==> config.mk <==
export PLATFORM = sky130hd
export DESIGN_NAME = fpu_wb_buffer_flat
export DESIGN_NICKNAME = d
export VERILOG_FILES = /design/src/rtl/fpu_wb_buffer_if.sv /design/src/rtl/fpu_wb_buffer.sv /design/src/flat_wrapper.sv
export SDC_FILE = /design/constraint.sdc
export NUM_CORES = 1
export LEC_CHECK = 0
export CELL_PAD_IN_SITES_DETAIL_PLACEMENT = 0
export CELL_PAD_IN_SITES_GLOBAL_PLACEMENT = 2
export CORE_MARGIN = 2
export CORE_UTILIZATION = 45
export CTS_CLUSTER_DIAMETER = 40
export CTS_CLUSTER_SIZE = 25
export DETAILED_ROUTE_END_ITERATION = 10
export PLACE_DENSITY = 0.91
export SYNTH_ARGS = -nofsm -noshare
export SYNTH_HDL_FRONTEND = slang
export SYNTH_SLANG_ARGS = --single-unit
export TNS_END_PERCENT = 30
==> constraint.sdc <==
create_clock -name clk_i -period 7 [get_ports clk_i]
set_clock_uncertainty 0.05 [all_clocks]
set_input_delay 1.05 -clock clk_i [delete_from_list [all_inputs] [get_ports clk_i]]
set_output_delay 1.05 -clock clk_i [all_outputs]
set_load 0.02 [all_outputs]
==> src/rtl/fpu_wb_buffer_if.sv <==
// Purpose: bundles the FPU result input and writeback output of fpu_wb_buffer.
// Latency: wires only; the bundle adds no registers and no delay.
// Backpressure: the FPU side has none; the wb side uses wb_valid_o/wb_ready_i, and stall_o is an early hint to issue.
// Ports: master = FPU/issue/writeback environment side, slave = the buffer itself.
interface fpu_wb_buffer_if #(
  parameter int FLEN          = 64,
  parameter int TRANS_ID_BITS = 3
);
  logic                     flush_i;
  logic                     fpu_valid_i;
  logic [TRANS_ID_BITS-1:0] fpu_trans_id_i;
  logic [FLEN-1:0]          fpu_result_i;
  logic [4:0]               fpu_fflags_i;
  logic                     fpu_ex_valid_i;
  logic                     stall_o;
  logic                     wb_valid_o;
  logic                     wb_ready_i;
  logic [TRANS_ID_BITS-1:0] wb_trans_id_o;
  logic [FLEN-1:0]          wb_result_o;
  logic [4:0]               wb_fflags_o;
  logic                     wb_ex_valid_o;
  logic                     fflags_clr_i;
  logic [4:0]               fflags_acc_o;
  logic                     overflow_o;

  modport master (
    output flush_i, fpu_valid_i, fpu_trans_id_i, fpu_result_i, fpu_fflags_i,
           fpu_ex_valid_i, wb_ready_i, fflags_clr_i,
    input  stall_o, wb_valid_o, wb_trans_id_o, wb_result_o, wb_fflags_o,
           wb_ex_valid_o, fflags_acc_o, overflow_o
  );

  modport slave (
    input  flush_i, fpu_valid_i, fpu_trans_id_i, fpu_result_i, fpu_fflags_i,
           fpu_ex_valid_i, wb_ready_i, fflags_clr_i,
    output stall_o, wb_valid_o, wb_trans_id_o, wb_result_o, wb_fflags_o,
           wb_ex_valid_o, fflags_acc_o, overflow_o
  );
endinterface

==> src/rtl/fpu_wb_buffer.sv <==
// Purpose: captures every FPU result pulse into a circular FIFO and presents it to writeback; accumulates popped fflags.
// Latency: a result captured at edge N is visible on wb_* after edge N (one cycle); no same-cycle bypass.
// Backpressure: FPU side cannot be stalled, so stall_o rises at DEPTH-SKID entries; a push into a full buffer with no pop is dropped and flagged.
// Ports: clk_i/rst_i (sync, active-high) plain; everything else through fpu_wb_buffer_if.slave:
//   fpu_* result input, wb_* valid/ready head output, flush_i, fflags_clr_i/fflags_acc_o, stall_o, overflow_o.
module fpu_wb_buffer #(
  parameter int DEPTH         = 4,
  parameter int SKID          = 2,
  parameter int FLEN          = 64,
  parameter int TRANS_ID_BITS = 3
) (
  input  logic           clk_i,
  input  logic           rst_i,
  fpu_wb_buffer_if.slave bus
);
  localparam int PW = $clog2(DEPTH);
  localparam int CW = PW + 1;
  localparam logic [CW-1:0] FULL_CNT  = CW'(DEPTH);
  localparam logic [CW-1:0] STALL_CNT = CW'(DEPTH - SKID);

  // Storage array: deliberately not reset; count_q alone decides validity.
  logic [TRANS_ID_BITS-1:0] id_mem  [DEPTH];
  logic [FLEN-1:0]          res_mem [DEPTH];
  logic [4:0]               ff_mem  [DEPTH];
  logic                     ex_mem  [DEPTH];

  logic [PW-1:0] rd_ptr_q, rd_ptr_d;
  logic [PW-1:0] wr_ptr_q, wr_ptr_d;
  logic [CW-1:0] count_q, count_d;
  logic [4:0]    fflags_acc_q, fflags_acc_d;
  logic          overflow_q, overflow_d;

  logic wb_valid;
  logic full;
  logic push;
  logic pop;
  logic push_ok;
  logic drop;

  always_comb begin
    wb_valid = (count_q != '0);
    full     = (count_q == FULL_CNT);
    push     = bus.fpu_valid_i & ~bus.flush_i;
    pop      = wb_valid & bus.wb_ready_i & ~bus.flush_i;
    // A pop in the same cycle frees the slot, so a full buffer still accepts.
    push_ok  = push & (~full | pop);
    drop     = push & full & ~pop;
  end

  always_comb begin
    rd_ptr_d     = rd_ptr_q;
    wr_ptr_d     = wr_ptr_q;
    count_d      = count_q;
    fflags_acc_d = fflags_acc_q;
    overflow_d   = overflow_q | drop;

    if (push_ok) begin
      wr_ptr_d = wr_ptr_q + PW'(1);
    end
    if (pop) begin
      rd_ptr_d = rd_ptr_q + PW'(1);
    end
    case ({push_ok, pop})
      2'b10:   count_d = count_q + CW'(1);
      2'b01:   count_d = count_q - CW'(1);
      default: count_d = count_q;
    endcase

    // Flush empties the FIFO; push/pop are already masked by flush_i above.
    if (bus.flush_i) begin
      rd_ptr_d = '0;
      wr_ptr_d = '0;
      count_d  = '0;
    end

    // A clear coinciding with a pop keeps the popped entry's flags, since
    // that instruction commits after the CSR write.
    if (pop) begin
      fflags_acc_d = bus.fflags_clr_i ? ff_mem[rd_ptr_q]
                                      : (fflags_acc_q | ff_mem[rd_ptr_q]);
    end else if (bus.fflags_clr_i) begin
      fflags_acc_d = '0;
    end
  end

  always_ff @(posedge clk_i) begin
    if (rst_i) begin
      rd_ptr_q     <= '0;
      wr_ptr_q     <= '0;
      count_q      <= '0;
      fflags_acc_q <= '0;
      overflow_q   <= 1'b0;
    end else begin
      rd_ptr_q     <= rd_ptr_d;
      wr_ptr_q     <= wr_ptr_d;
      count_q      <= count_d;
      fflags_acc_q <= fflags_acc_d;
      overflow_q   <= overflow_d;
    end
  end

  always_ff @(posedge clk_i) begin
    if (!rst_i && push_ok) begin
      id_mem[wr_ptr_q]  <= bus.fpu_trans_id_i;
      res_mem[wr_ptr_q] <= bus.fpu_result_i;
      ff_mem[wr_ptr_q]  <= bus.fpu_fflags_i;
      ex_mem[wr_ptr_q]  <= bus.fpu_ex_valid_i;
    end
  end

  // All outputs come from registered state only.
  always_comb begin
    bus.wb_valid_o    = wb_valid;
    bus.wb_trans_id_o = id_mem[rd_ptr_q];
    bus.wb_result_o   = res_mem[rd_ptr_q];
    bus.wb_fflags_o   = ff_mem[rd_ptr_q];
    bus.wb_ex_valid_o = ex_mem[rd_ptr_q];
    bus.stall_o       = (count_q >= STALL_CNT);
    bus.fflags_acc_o  = fflags_acc_q;
    bus.overflow_o    = overflow_q;
  end
endmodule

==> src/flat_wrapper.sv <==
// flat-port wrapper written by rule: the top's interface ports become plain ports
module fpu_wb_buffer_flat 
#(
  parameter int DEPTH         = 4,
  parameter int SKID          = 2,
  parameter int FLEN          = 64,
  parameter int TRANS_ID_BITS = 3
)
  (clk_i, rst_i, bus_flush_i, bus_fpu_valid_i, bus_fpu_trans_id_i, bus_fpu_result_i, bus_fpu_fflags_i, bus_fpu_ex_valid_i, bus_wb_ready_i, bus_fflags_clr_i, bus_stall_o, bus_wb_valid_o, bus_wb_trans_id_o, bus_wb_result_o, bus_wb_fflags_o, bus_wb_ex_valid_o, bus_fflags_acc_o, bus_overflow_o);
  fpu_wb_buffer_if #(.FLEN(FLEN), .TRANS_ID_BITS(TRANS_ID_BITS)) bus_i ();
  input  logic clk_i;
  input  logic rst_i;
  input wire logic [$bits(bus_i.flush_i)-1:0] bus_flush_i;
  input wire logic [$bits(bus_i.fpu_valid_i)-1:0] bus_fpu_valid_i;
  input wire logic [$bits(bus_i.fpu_trans_id_i)-1:0] bus_fpu_trans_id_i;
  input wire logic [$bits(bus_i.fpu_result_i)-1:0] bus_fpu_result_i;
  input wire logic [$bits(bus_i.fpu_fflags_i)-1:0] bus_fpu_fflags_i;
  input wire logic [$bits(bus_i.fpu_ex_valid_i)-1:0] bus_fpu_ex_valid_i;
  input wire logic [$bits(bus_i.wb_ready_i)-1:0] bus_wb_ready_i;
  input wire logic [$bits(bus_i.fflags_clr_i)-1:0] bus_fflags_clr_i;
  output wire logic [$bits(bus_i.stall_o)-1:0] bus_stall_o;
  output wire logic [$bits(bus_i.wb_valid_o)-1:0] bus_wb_valid_o;
  output wire logic [$bits(bus_i.wb_trans_id_o)-1:0] bus_wb_trans_id_o;
  output wire logic [$bits(bus_i.wb_result_o)-1:0] bus_wb_result_o;
  output wire logic [$bits(bus_i.wb_fflags_o)-1:0] bus_wb_fflags_o;
  output wire logic [$bits(bus_i.wb_ex_valid_o)-1:0] bus_wb_ex_valid_o;
  output wire logic [$bits(bus_i.fflags_acc_o)-1:0] bus_fflags_acc_o;
  output wire logic [$bits(bus_i.overflow_o)-1:0] bus_overflow_o;
  assign bus_i.flush_i = bus_flush_i;
  assign bus_i.fpu_valid_i = bus_fpu_valid_i;
  assign bus_i.fpu_trans_id_i = bus_fpu_trans_id_i;
  assign bus_i.fpu_result_i = bus_fpu_result_i;
  assign bus_i.fpu_fflags_i = bus_fpu_fflags_i;
  assign bus_i.fpu_ex_valid_i = bus_fpu_ex_valid_i;
  assign bus_i.wb_ready_i = bus_wb_ready_i;
  assign bus_i.fflags_clr_i = bus_fflags_clr_i;
  assign bus_stall_o = bus_i.stall_o;
  assign bus_wb_valid_o = bus_i.wb_valid_o;
  assign bus_wb_trans_id_o = bus_i.wb_trans_id_o;
  assign bus_wb_result_o = bus_i.wb_result_o;
  assign bus_wb_fflags_o = bus_i.wb_fflags_o;
  assign bus_wb_ex_valid_o = bus_i.wb_ex_valid_o;
  assign bus_fflags_acc_o = bus_i.fflags_acc_o;
  assign bus_overflow_o = bus_i.overflow_o;
  fpu_wb_buffer #(.DEPTH(DEPTH), .SKID(SKID), .FLEN(FLEN), .TRANS_ID_BITS(TRANS_ID_BITS)) u_core (.clk_i(clk_i), .rst_i(rst_i), .bus(bus_i));
endmodule
# [Word-level counts from Yosys, hierarchy flattened]
# Memories as Yosys holds them, arrays and structs flattened. A register that Yosys moved wholly into a read port is not among the register bits.
# Index checks and enable logic that the tools add are counted.
[word_totals] register_bits=13 mem_bits_rw=292 memories=4
[mem_list] name="u_core.res_mem" depth=4 word_bits=64 read_ports=1 rd_ports_with_merged_regs=1 wr=1 line_no="fpu_wb_buffer.sv:23" text="logic [FLEN-1:0] res_mem [DEPTH];"
[mem_list] name="u_core.ff_mem" depth=4 word_bits=5 read_ports=1 rd_ports_with_merged_regs=1 wr=1 line_no="fpu_wb_buffer.sv:24" text="logic [4:0] ff_mem [DEPTH];"
[mem_list] name="u_core.id_mem" depth=4 word_bits=3 read_ports=1 rd_ports_with_merged_regs=1 wr=1 line_no="fpu_wb_buffer.sv:22" text="logic [TRANS_ID_BITS-1:0] id_mem [DEPTH];"
[mem_list] name="u_core.ex_mem" depth=4 word_bits=1 read_ports=1 rd_ports_with_merged_regs=1 wr=1 line_no="fpu_wb_buffer.sv:25" text="logic ex_mem [DEPTH];"
[op_classes] addsub=4 n_lt_le_gt_ge=1 eq_ne=3 mux=14 bitwise_logic=12 reduce_logical=6
[ops] cell="2-bit 2-to-1 mux" count=8
[ops] cell="5-bit 2-to-1 mux" count=3
[ops] cell="1-bit AND" count=6
[ops] cell="3-bit one-hot mux with 2 select lines" count=1
[ops] cell="5-bit OR" count=1
[ops] cell="2-bit by 1-bit adder with 2-bit output, second input constant" count=2
[ops] cell="2-bit nonzero test" count=2
[ops] cell="3-bit by 1-bit adder with 3-bit output, second input constant" count=1
[ops] cell="3-bit equality test, second input constant" count=1
[ops] cell="3-bit by 2-bit >= comparator with 1-bit output, second input constant" count=1
[ops] cell="1-bit inverter" count=3
[ops] cell="3-bit nonzero test" count=1
[ops] cell="3-bit by 1-bit subtractor with 3-bit output, second input constant" count=1
[ops] cell="2-bit by 1-bit equality test with 1-bit output, second input constant" count=1
[ops] cell="2-bit equality test, second input constant" count=1
[ops] cell="1-bit 2-to-1 mux" count=2
[ops] cell="1-bit OR" count=2
[ops] cell="2-bit OR reduction" count=1
[ops] cell="1-bit logical AND" count=1
[ops] cell="1-bit logical NOT" count=1

# [Logic depth before layout (Yosys ltp)]
# Gate-level depths: netlist of run 1.
[logic_depth] depth_word=8 depth_mapped=6 mapped_depth_nobuf=6

# [Least setup slack after synthesis of run 1]
# OpenSTA, ideal clock, no wires.
[synth_timing] path_type="input port to flip-flop" startpoint="in rst_i" endpoint="mem u_core.ex_mem[0] (enable)" setup_ps=439 arrival_time_ps=3231 required_ps=6511 setup_slack_ps=3280 path_stages=3 path_cell_list="clkbuf_1 > nor3_1 > and2_1"
[synth_between] elab_chain_cells=4
[synth_lines] item="from (decl)" line_no="flat_wrapper.sv:12" text="input logic rst_i;"
[synth_lines] item="1-bit logical NOT" line_no="fpu_wb_buffer.sv:103" text="if (!rst_i && push_ok) begin"
[synth_lines] item="1-bit logical AND" line_no="fpu_wb_buffer.sv:103"
[synth_lines] item="1-bit 2-to-1 mux" line_no="fpu_wb_buffer.sv:103"
[synth_lines] item="1-bit 2-to-1 mux (implied by the code)" line_no="fpu_wb_buffer.sv:107" text="ex_mem[wr_ptr_q] <= bus.fpu_ex_valid_i;"
[synth_lines] item="to (decl)" line_no="fpu_wb_buffer.sv:25"
# Every way passes these cells.

==> results of run 1 <==
==> layout make-up <==
| type | count | share of cell area |
|---|---|---|
| clock inverters | 23 | 0.0187 |
| inverters | 6 | 0.00156 |
| clock buffers | 44 | 0.0688 |
| multi-input cells | 135 | 0.145 |
| repair buffers | 160 | 0.111 |
| flip-flops and latches | 307 | 0.628 |
| well taps | 324 | 0.0280 |
==> per-stage QoR <==
stage | area, um2 | setup WS (ns) | hold slack, ns
after floorplan | 11300 | 3.28 | 0.435
after global placement | 13200 | 3.04 | 0.405
after detailed placement | 13200 | 3.03 | 0.421
after CTS | 14500 | 2.49 | 0.434
after global routing | 14500 | 2.32 | 0.465
final | 14500 | 2.64 | 0.420
==> registers in the layout, summed over array words and instances, names as in the netlist, named ones only <==
| name | cells |
|---|---|
| u_core.ff_mem | 20 |
| u_core.id_mem | 12 |
| u_core.ex_mem | 4 |
| u_core.count_q | 3 |
| u_core.wr_ptr_q | 2 |
| u_core.bus.fflags_acc_o | 5 |
| u_core.bus.overflow_o | 1 |
| u_core.rd_ptr_q | 2 |
| u_core.res_mem | 256 |
==> synth_stat cells <==
cell type	number	area share
fa_1	1	0.0018
mux4_2	73	0.15
nand2b_1	2	0.0011
nor2_1	16	0.0053
edfxtp_1	292	0.78
nand3_1	1	0.00044
dfxtp_1	15	0.027
nor2b_1	6	0.0033
nor4b_1	1	0.00078
nor3_1	2	0.00089
clkbuf_1	7	0.0023
xor2_1	1	0.00078
xnor2_1	4	0.0031
o21ai_0	1	0.00044
a2111oi_4	1	0.0024
o21a_1	1	0.00067
a2111oi_2	1	0.0013
buf_4	4	0.0027
nand2_1	1	0.00033
a21oi_1	6	0.0027
ha_1	4	0.0044
o211a_1	1	0.00089
a211oi_1	1	0.00067
a31oi_1	1	0.00056
nor3_2	2	0.0018
inv_1	6	0.0020
or2_2	2	0.0011
and2_1	4	0.0022
or3_1	1	0.00056
buf_2	7	0.0031
nor4b_2	1	0.0013
==> worst paths after layout <==
| kind | endpoint | from | slack [ns] |
|---|---|---|---|
| min reg2reg | u_core.bus.overflow_o | u_core.bus.overflow_o | 0.42 |
| max reg2reg | u_core.res_mem[3][16] | u_core.count_q[0] | 4.56 |
| max | bus_wb_result_o[24] | register | 2.64 |
| min | u_core.bus.overflow_o | u_core.bus.overflow_o | 0.42 |
==> logic make-up (layout without fill, tap and decap cells) <==
family,count (synthesis),after routing
AOI/OAI and AO/OA,13,13
adders and majority gates,5,5
xor gates and xnor gates,5,5
muxes,73,73
buffers and inverters,24,233
and+or+nand+nor,39,39
DFF,307,307
==> layer usage <==
| metal | up-vias | track usage |
|---|---|---|
| met5 | - | 0 |
| li1 | 2331 | - |
| met4 | 0 | 0.0547 |
| met1 | 2715 | 0.211 |
| met2 | 165 | 0.274 |
| met3 | 33 | 0.0375 |
==> worst min-delay path, delay by kind of cell, from the launching register on <==
kind / cells / cell delay, ns
flops: 1 / 0.33
simple gates: 1 / 0.07
compound gates: 1 / 0.04
==> power groups by stage <==
stage                     Combinational [mW]  Sequential (mW)  Clock, mW
after floorplan                       0.0568             2.07          0
after global placement                 0.151             2.07          0
after detailed placement               0.157             2.07          0
after CTS                              0.158             2.04       1.96
after global routing                   0.166             2.04       2.04
final                                  0.156             2.03       1.93
==> flow_summary.json, run 1 <==
{
  "cts_max_level": 2,
  "wl_met1_mm": 8.64,
  "diodes": 0,
  "hpwl_mm": 11.8,
  "drive_gt1_frac": 0.219,
  "cpLargestDelayFamily": "buffers and inverters",
  "antenna_found_initial": 0,
  "end_kind": "output port",
  "nFillCells": 1748,
  "hold_violations": 0,
  "arrival_ns": 3.26,
  "area_growth_pct": 28.4,
  "p_seq_frac": 0.494,
  "crit_type": "reg -> out",
  "slowest_stage": "dfxtp_4",
  "drt_pass1_iterations": 5,
  "final_cell_mix": "292 x edfxtp_1, 159 x clkdlybuf4s50_1, 73 x mux4_2, 39 x clkbuf_16, 16 x nor2_1",
  "p_int_mw": 3.30,
  "required_ns": 5.90,
  "numCtsBuffers": 38,
  "cp.buffers_inverters": 2,
  "final_common_cell": "edfxtp_1",
  "power.total_mw": 4.12,
  "die_h_um": 162,
  "switching_share": 0.199,
  "row_count": 57,
  "cts_resized": 0,
  "die-area_mm2": 0.0263,
  "clock-sinks": 307,
  "synth_xor_area_frac": 0.00389,
  "min_period_ns": 4.36,
  "detail_route.wirelength_mm": 20.7,
  "cts_max_path_buffers": 3,
  "num_io_pins": 160,
  "cap_violations": 0,
  "finish.utilization": 0.591,
  "postSynthAreaPerCell_um2": 24.2,
  "wl_per_cell_um": 20.8,
  "grt_pass1_wl_mm": 32.5,
  "synth_top_family_by_area": "multiplexers",
  "rsz0062_at_grt": "no",
  "ys_seq_area_frac": 0.805,
  "multi_input_area_mm2": 0.00209,
  "p_clk_frac": 0.468,
  "crit_cells": 3,
  "dr.first_iter.drc_count": 342,
  "tns_ns": 0,
  "synth_simple_gate_area_share": 0.0192,
  "relSlewSlack": 0.225,
  "cts_setup_buffers": 0,
  "gp_congestion": 0.744,
  "worstPathMaxFanout": 47,
  "period_share": 0.623,
  "dieWidth_um": 162,
  "status": "finished clean",
  "top_layer_used": "met4",
  "p_sw_uw": 820,
  "grt_pass1_vias": 5790,
  "syn_inst": 466,
  "clock_latency_ns": 0.50,
  "hp-class": "reg -> reg",
  "min_path_cells": 2,
  "tritoncts": "yes",
  "globalRouteTotalUtil": 0.163,
  "drc": 0,
  "regArea_mm2": 0.00908,
  "wl_met3_mm": 1.19,
  "ant_nets": 0,
  "met2_length_mm": 10.5,
  "peakVddDrop_mv": 0.193,
  "vias": 5244,
  "cts_hold_buf": 0,
  "synth_fa_ha_area_frac": 0.00622,
  "core-area_mm2": 0.0245,
  "start_util": 0.461,
  "fmax_ghz": 0.229,
  "grt_overflow": 0,
  "setup_viol": 0,
  "p_leak_nw": 4.52,
  "synth_seq_cells": 307,
  "syn_nets": 550,
  "synth_compound_area_frac": 0.00966,
  "power_density_mw_per_mm2": 285,
  "yosys_warnings": 0,
  "grt_max_degree": 74,
  "synthMuxAreaShare": 0.146,
  "placedCellCount": 932,
  "cts-root-buf": "clkbuf_16",
  "finalMaxSlewViolations": 0,
  "clk_pin_slew_worst_paths_ns": 0.06,
  "ys_types": 31,
  "max_stage_delay_ns": 0.95,
  "cp-start-kind": "register",
  "worstPathCellList": "buf_4 -> mux4_2 -> clkdlybuf4s50_1",
  "ff2ff_path_depth": 3,
  "netlist_area_mm2": 0.0113,
  "power_frac_comb": 0.038,
  "final_cells": 999,
  "portBuffers": 159,
  "nets": 732,
  "vias_per_cell": 5.25,
  "max_slew.worst_pin.slew_ns": 1.16
}
No activity file was read; power rests on OpenSTA's default activity.
==> run 2: changes to the inputs <==
CORE_UTILIZATION = 42   (was 45)
PLACE_DENSITY = 0.86   (was 0.91)
clock period = 4.4 ns   (was 7 ns; I/O delays follow)
==> flow_summary.json, run 2 (synthesis results as in run 1) <==
{
  "status": "finished clean",
  "max_slew.worst_pin.slew_ns": 1.13,
  "drc": 0,
  "cts_hold_buf": 0,
  "timing.rr.end": "u_core.res_mem[1][56]",
  "peakVddDrop_mv": 0.303,
  "cp-start-kind": "register",
  "crit_end": "bus_wb_result_o[9]",
  "dp_slack_ns": 1.21,
  "hpwl_mm": 12.6,
  "row_count": 59,
  "clock_latency_ns": 0.50,
  "clock-sinks": 307,
  "p_leak_nw": 4.60,
  "final_cell_mix": "292 x edfxtp_1, 159 x clkdlybuf4s50_1, 73 x mux4_2, 40 x clkbuf_16, 16 x nor2_1",
  "antenna_found_initial": 2,
  "grt_max_degree": 74,
  "min_path_cells": 2,
  "cts_max_level": 2,
  "detail_route.wirelength_mm": 21.5,
  "power_density_mw_per_mm2": 457,
  "grt_pass1_wl_mm": 32.9,
  "start_util": 0.430,
  "crit_type": "reg -> out",
  "grt_overflow": 0,
  "drt_pass1_iterations": 4,
  "dieWidth_um": 168,
  "fmax_ghz": 0.283,
  "area_growth_pct": 30.1,
  "reg_top3": "u_core.res_mem x256, u_core.ff_mem x20, u_core.id_mem x12",
  "largest_register_ffs": 256,
  "nets": 738,
  "hold_violations": 0,
  "gp_congestion": 0.747,
  "setup_ws_ns": 0.870,
  "vias": 5264,
  "r2r_setup_slack_ns": 2.06,
  "cts-root-buf": "clkbuf_16",
  "placed_area_mm2": 0.0133,
  "vias_per_cell": 5.16,
  "relSlewSlack": 0.244,
  "num_io_pins": 160,
  "clk_pin_slew_worst_paths_ns": 0.04,
  "diodes": 0,
  "die-area_mm2": 0.0282,
  "max_flop_register": "u_core.res_mem",
  "setup_viol": 0,
  "ff2ff_path_depth": 4,
  "period_share": 0.802,
  "fin_area_mm2": 0.0147,
  "numCtsBuffers": 39,
  "core-area_mm2": 0.0262,
  "grt_pass1_vias": 5760,
  "final_common_cell": "edfxtp_1",
  "cts_max_path_buffers": 3,
  "finalMaxSlewViolations": 0,
  "portBuffers": 159,
  "cts_resized": 0,
  "ant_nets": 0,
  "worstPathMaxFanout": 27,
  "cap_violations": 0,
  "tritoncts": "yes",
  "rsz0062_at_grt": "no",
  "wl_per_cell_um": 21.1,
  "placedCellCount": 948,
  "required_ns": 3.69,
  "min-delay-start": "u_core.bus.overflow_o",
  "arrival_ns": 2.82,
  "tns_ns": 0,
  "die_h_um": 168,
  "min_period_ns": 3.53,
  "cts_setup_buffers": 0,
  "dr.first_iter.drc_count": 396,
  "drive_gt1_frac": 0.229,
  "final_cells": 1020,
  "rr_startpoint": "u_core.count_q[1]",
  "end_kind": "output port",
  "globalRouteTotalUtil": 0.153,
  "hp-class": "reg -> reg",
  "finish.utilization": 0.559
}
run 2: final cells by class:
cell class / instances / area [um2]
clock inverter: 26 / 324
tap: 335 / 419
multi-input combinational: 135 / 2090
clock buffer: 46 / 1020
inverter: 6 / 22.5
fill: 1902 / 11500
sequential: 307 / 9080
timing repair buffer: 165 / 1700
run 2: power breakdown:
part	total, mW	leakage [nW]	switching (mW)	internal (mW)
combinational	0.255	1.19	0.121	0.134
sequential	3.24	2.76	0.00937	3.23
clock	3.21	0.649	1.21	2.00
total	6.70	4.60	1.34	5.36
run 2: worst min path at each step:
stage | endpoint | slack, ns
2_1_floorplan | register | 0.43
3_3_place_gp | u_core.bus.overflow_o | 0.40
3_5_place_dp | u_core.bus.overflow_o | 0.42
4_1_cts | u_core.bus.overflow_o | 0.43
5_1_grt | u_core.bus.overflow_o | 0.44
6_report | u_core.bus.overflow_o | 0.42
run 2: critical path, stage by stage (launching register included):
cell and delay [ns]:
dfxtp_4 0.73, buf_4 0.43, mux4_2 0.57, clkdlybuf4s50_1 0.56
run 2: per-stage QoR:
stage               hold WS, ns  total power [mW]
finish                    0.424              6.70
global route              0.437              6.91
CTS                       0.427              6.78
detailed placement        0.416              3.55
global placement          0.405              3.54
floorplan                 0.435              3.39
run 2: layer usage:
metal	up-vias	wire [um]	global-route usage	part of all wire
li1	2344	-	-	-
met1	2729	9400	0.203	0.44
met2	155	10500	0.255	0.49
met3	32	1310	0.0376	0.061
met4	4	337	0.0450	0.016
met5	-	22	0	0.0010
==> run 3: changes to the inputs <==
CORE_UTILIZATION = 38   (was 42)
PLACE_DENSITY = 0.82   (was 0.86)
clock period = 2.8 ns   (was 4.4 ns; I/O delays follow)
==> flow_summary.json, run 3 (synthesis results as in run 1) <==
{
  "drive_gt1_frac": 0.247,
  "fin_area_mm2": 0.0151,
  "min_period_ns": 2.58,
  "vias": 5341,
  "vias_per_cell": 4.91,
  "power_density_mw_per_mm2": 693,
  "antenna_found_initial": 1,
  "final_common_cell": "edfxtp_1",
  "dieWidth_um": 176,
  "cts_max_level": 2,
  "slowest_stage": "mux4_2",
  "rr_startpoint": "u_core.count_q[0]",
  "row_count": 63,
  "crit_type": "reg -> out",
  "power_frac_comb": 0.038,
  "reg_top3": "u_core.res_mem x256, u_core.ff_mem x20, u_core.id_mem x12",
  "drt_pass1_iterations": 4,
  "cp-start-kind": "register",
  "cp.buffers_inverters": 2,
  "arrival_ns": 2.11,
  "dr.first_iter.drc_count": 336,
  "cts_max_path_buffers": 3,
  "max_slew.worst_pin.slew_ns": 0.495,
  "hp-class": "reg -> reg",
  "p_clk_frac": 0.477,
  "worstPathCellList": "buf_16 -> mux4_2 -> dlygate4sd2_1",
  "numCtsBuffers": 40,
  "globalRouteTotalUtil": 0.145,
  "max_stage_delay_ns": 0.58,
  "largest_register_ffs": 256,
  "max_flop_register": "u_core.res_mem",
  "cts_setup_buffers": 0,
  "cpLargestDelayFamily": "buffers and inverters",
  "placed_area_mm2": 0.0136,
  "ant_nets": 0,
  "cts-root-buf": "clkbuf_16",
  "portBuffers": 159,
  "area_growth_pct": 34.2,
  "cts_hold_buf": 0,
  "hold_violations": 0,
  "nFillCells": 2301,
  "fmax_ghz": 0.387,
  "start_util": 0.383,
  "die_h_um": 176,
  "drc": 0,
  "die-area_mm2": 0.0310,
  "core-area_mm2": 0.0294,
  "finalMaxSlewViolations": 0,
  "tritoncts": "yes",
  "hpwl_mm": 13.4,
  "diodes": 0,
  "min-delay-start": "u_core.bus.overflow_o",
  "final_cell_mix": "292 x edfxtp_1, 86 x clkdlybuf4s50_1, 73 x mux4_2, 66 x dlymetal6s2s_1, 42 x clkbuf_16",
  "min_path_cells": 2,
  "p_seq_frac": 0.485,
  "placedCellCount": 1015,
  "timing.rr.end": "u_core.count_q[2]",
  "detail_route.wirelength_mm": 22.1,
  "final_cells": 1087,
  "r2r_setup_slack_ns": 0.73,
  "nets": 752,
  "switching_share": 0.203,
  "grt_pass1_vias": 6026,
  "ff2ff_path_depth": 6,
  "whs_endpoint": "u_core.bus.overflow_o",
  "relSlewSlack": 0.669,
  "wl_per_cell_um": 20.3,
  "peakVddDrop_mv": 0.472,
  "clk_pin_slew_worst_paths_ns": 0.05,
  "status": "finished clean",
  "grt_pass1_wl_mm": 33.9,
  "period_share": 0.923,
  "num_io_pins": 160,
  "cap_violations": 0,
  "worstPathMaxFanout": 23,
  "gp_congestion": 0.772,
  "grt_overflow": 0,
  "rsz0062_at_grt": "no",
  "required_ns": 2.33,
  "end_kind": "output port",
  "clock_latency_ns": 0.51,
  "p_sw_mw": 2.13,
  "clock-sinks": 307,
  "p_leak_nw": 5.31,
  "grt_max_degree": 46,
  "p_int_mw": 8.35,
  "setup_viol": 0
}
[run 3: changes by cell type in the layout (fill, tap and decap cells not counted), sizes merged]
cell and change:
clkdlybuf4s50 -73, dlymetal6s2s +66, buf +13, dlygate4sd2 +7, bufinv -2, clkbuf -2, clkinv +2, clkinvlp +2
inv -1
[run 3: cell type report]
| type | instances | area, um2 | area share |
|---|---|---|---|
| Sequential cell | 307 | 9080 | 0.601 |
| Clock inverter | 27 | 295 | 0.0195 |
| Multi-Input combinational cell | 135 | 2090 | 0.139 |
| Inverter | 6 | 22.5 | 0.00149 |
| Clock buffer | 44 | 1060 | 0.0700 |
| Timing Repair Buffer | 178 | 2080 | 0.138 |
| Tap cell | 390 | 488 | 0.0323 |
[run 3: per-stage QoR]
step | utilization | hold slack [ns] | setup slack (ns) | setup TNS [ns] | power (mW)
detailed placement | 0.461 | 0.445 | 0.272 | 0 | 5.59
floorplan | - | 0.435 | -0.289 | -42.23 | 5.32
CTS | 0.508 | 0.457 | -0.0773 | -1.65 | 10.6
finish | 0.514 | 0.447 | 0.216 | 0 | 10.5
global placement | 0.461 | 0.420 | 0.300 | 0 | 5.57
global route | 0.514 | 0.468 | 0.137 | 0 | 10.8
[run 3: routing by layer]
metal  GRT usage  routed length, um
met1       0.185               9190
met2       0.243              11200
met3      0.0439               1390
met4      0.0375                274
met5           0                  0
[run 3: worst max-delay path by stage]
stage                         startpoint             endpoint  slack, ns  cells after the start
after CTS                       register  bus_wb_result_o[29]      -0.08                      3
after global routing            register   bus_wb_fflags_o[1]       0.14                      3
after global placement    bus_wb_ready_i    u_core.count_q[2]       0.30                      7
after detailed placement  bus_wb_ready_i    u_core.count_q[2]       0.27                      7
after floorplan                    rst_i     u_core.ex_mem[0]      -0.29                      3
final                           register   bus_wb_fflags_o[1]       0.22                      3
[run 3: power groups by stage]
stage / Clock (mW) / Combinational [mW] / Sequential, mW
final: 4.99 / 0.400 / 5.08
after global routing: 5.33 / 0.429 / 5.08
after CTS: 5.12 / 0.413 / 5.08
after detailed placement: 0 / 0.411 / 5.18
after global placement: 0 / 0.399 / 5.17
after floorplan: 0 / 0.142 / 5.18
[run 3: tightest hold or removal path, stage by stage, from the launching register on]
cell     delay [ns]
dfxtp_1        0.33
a31oi_1        0.05
nor2_1         0.08
[run 3: what timing repair did]
action	in CTS	in global routing
endpoints found under the setup margin	59	63
gates cloned	1	0
gates resized for setup	10	67
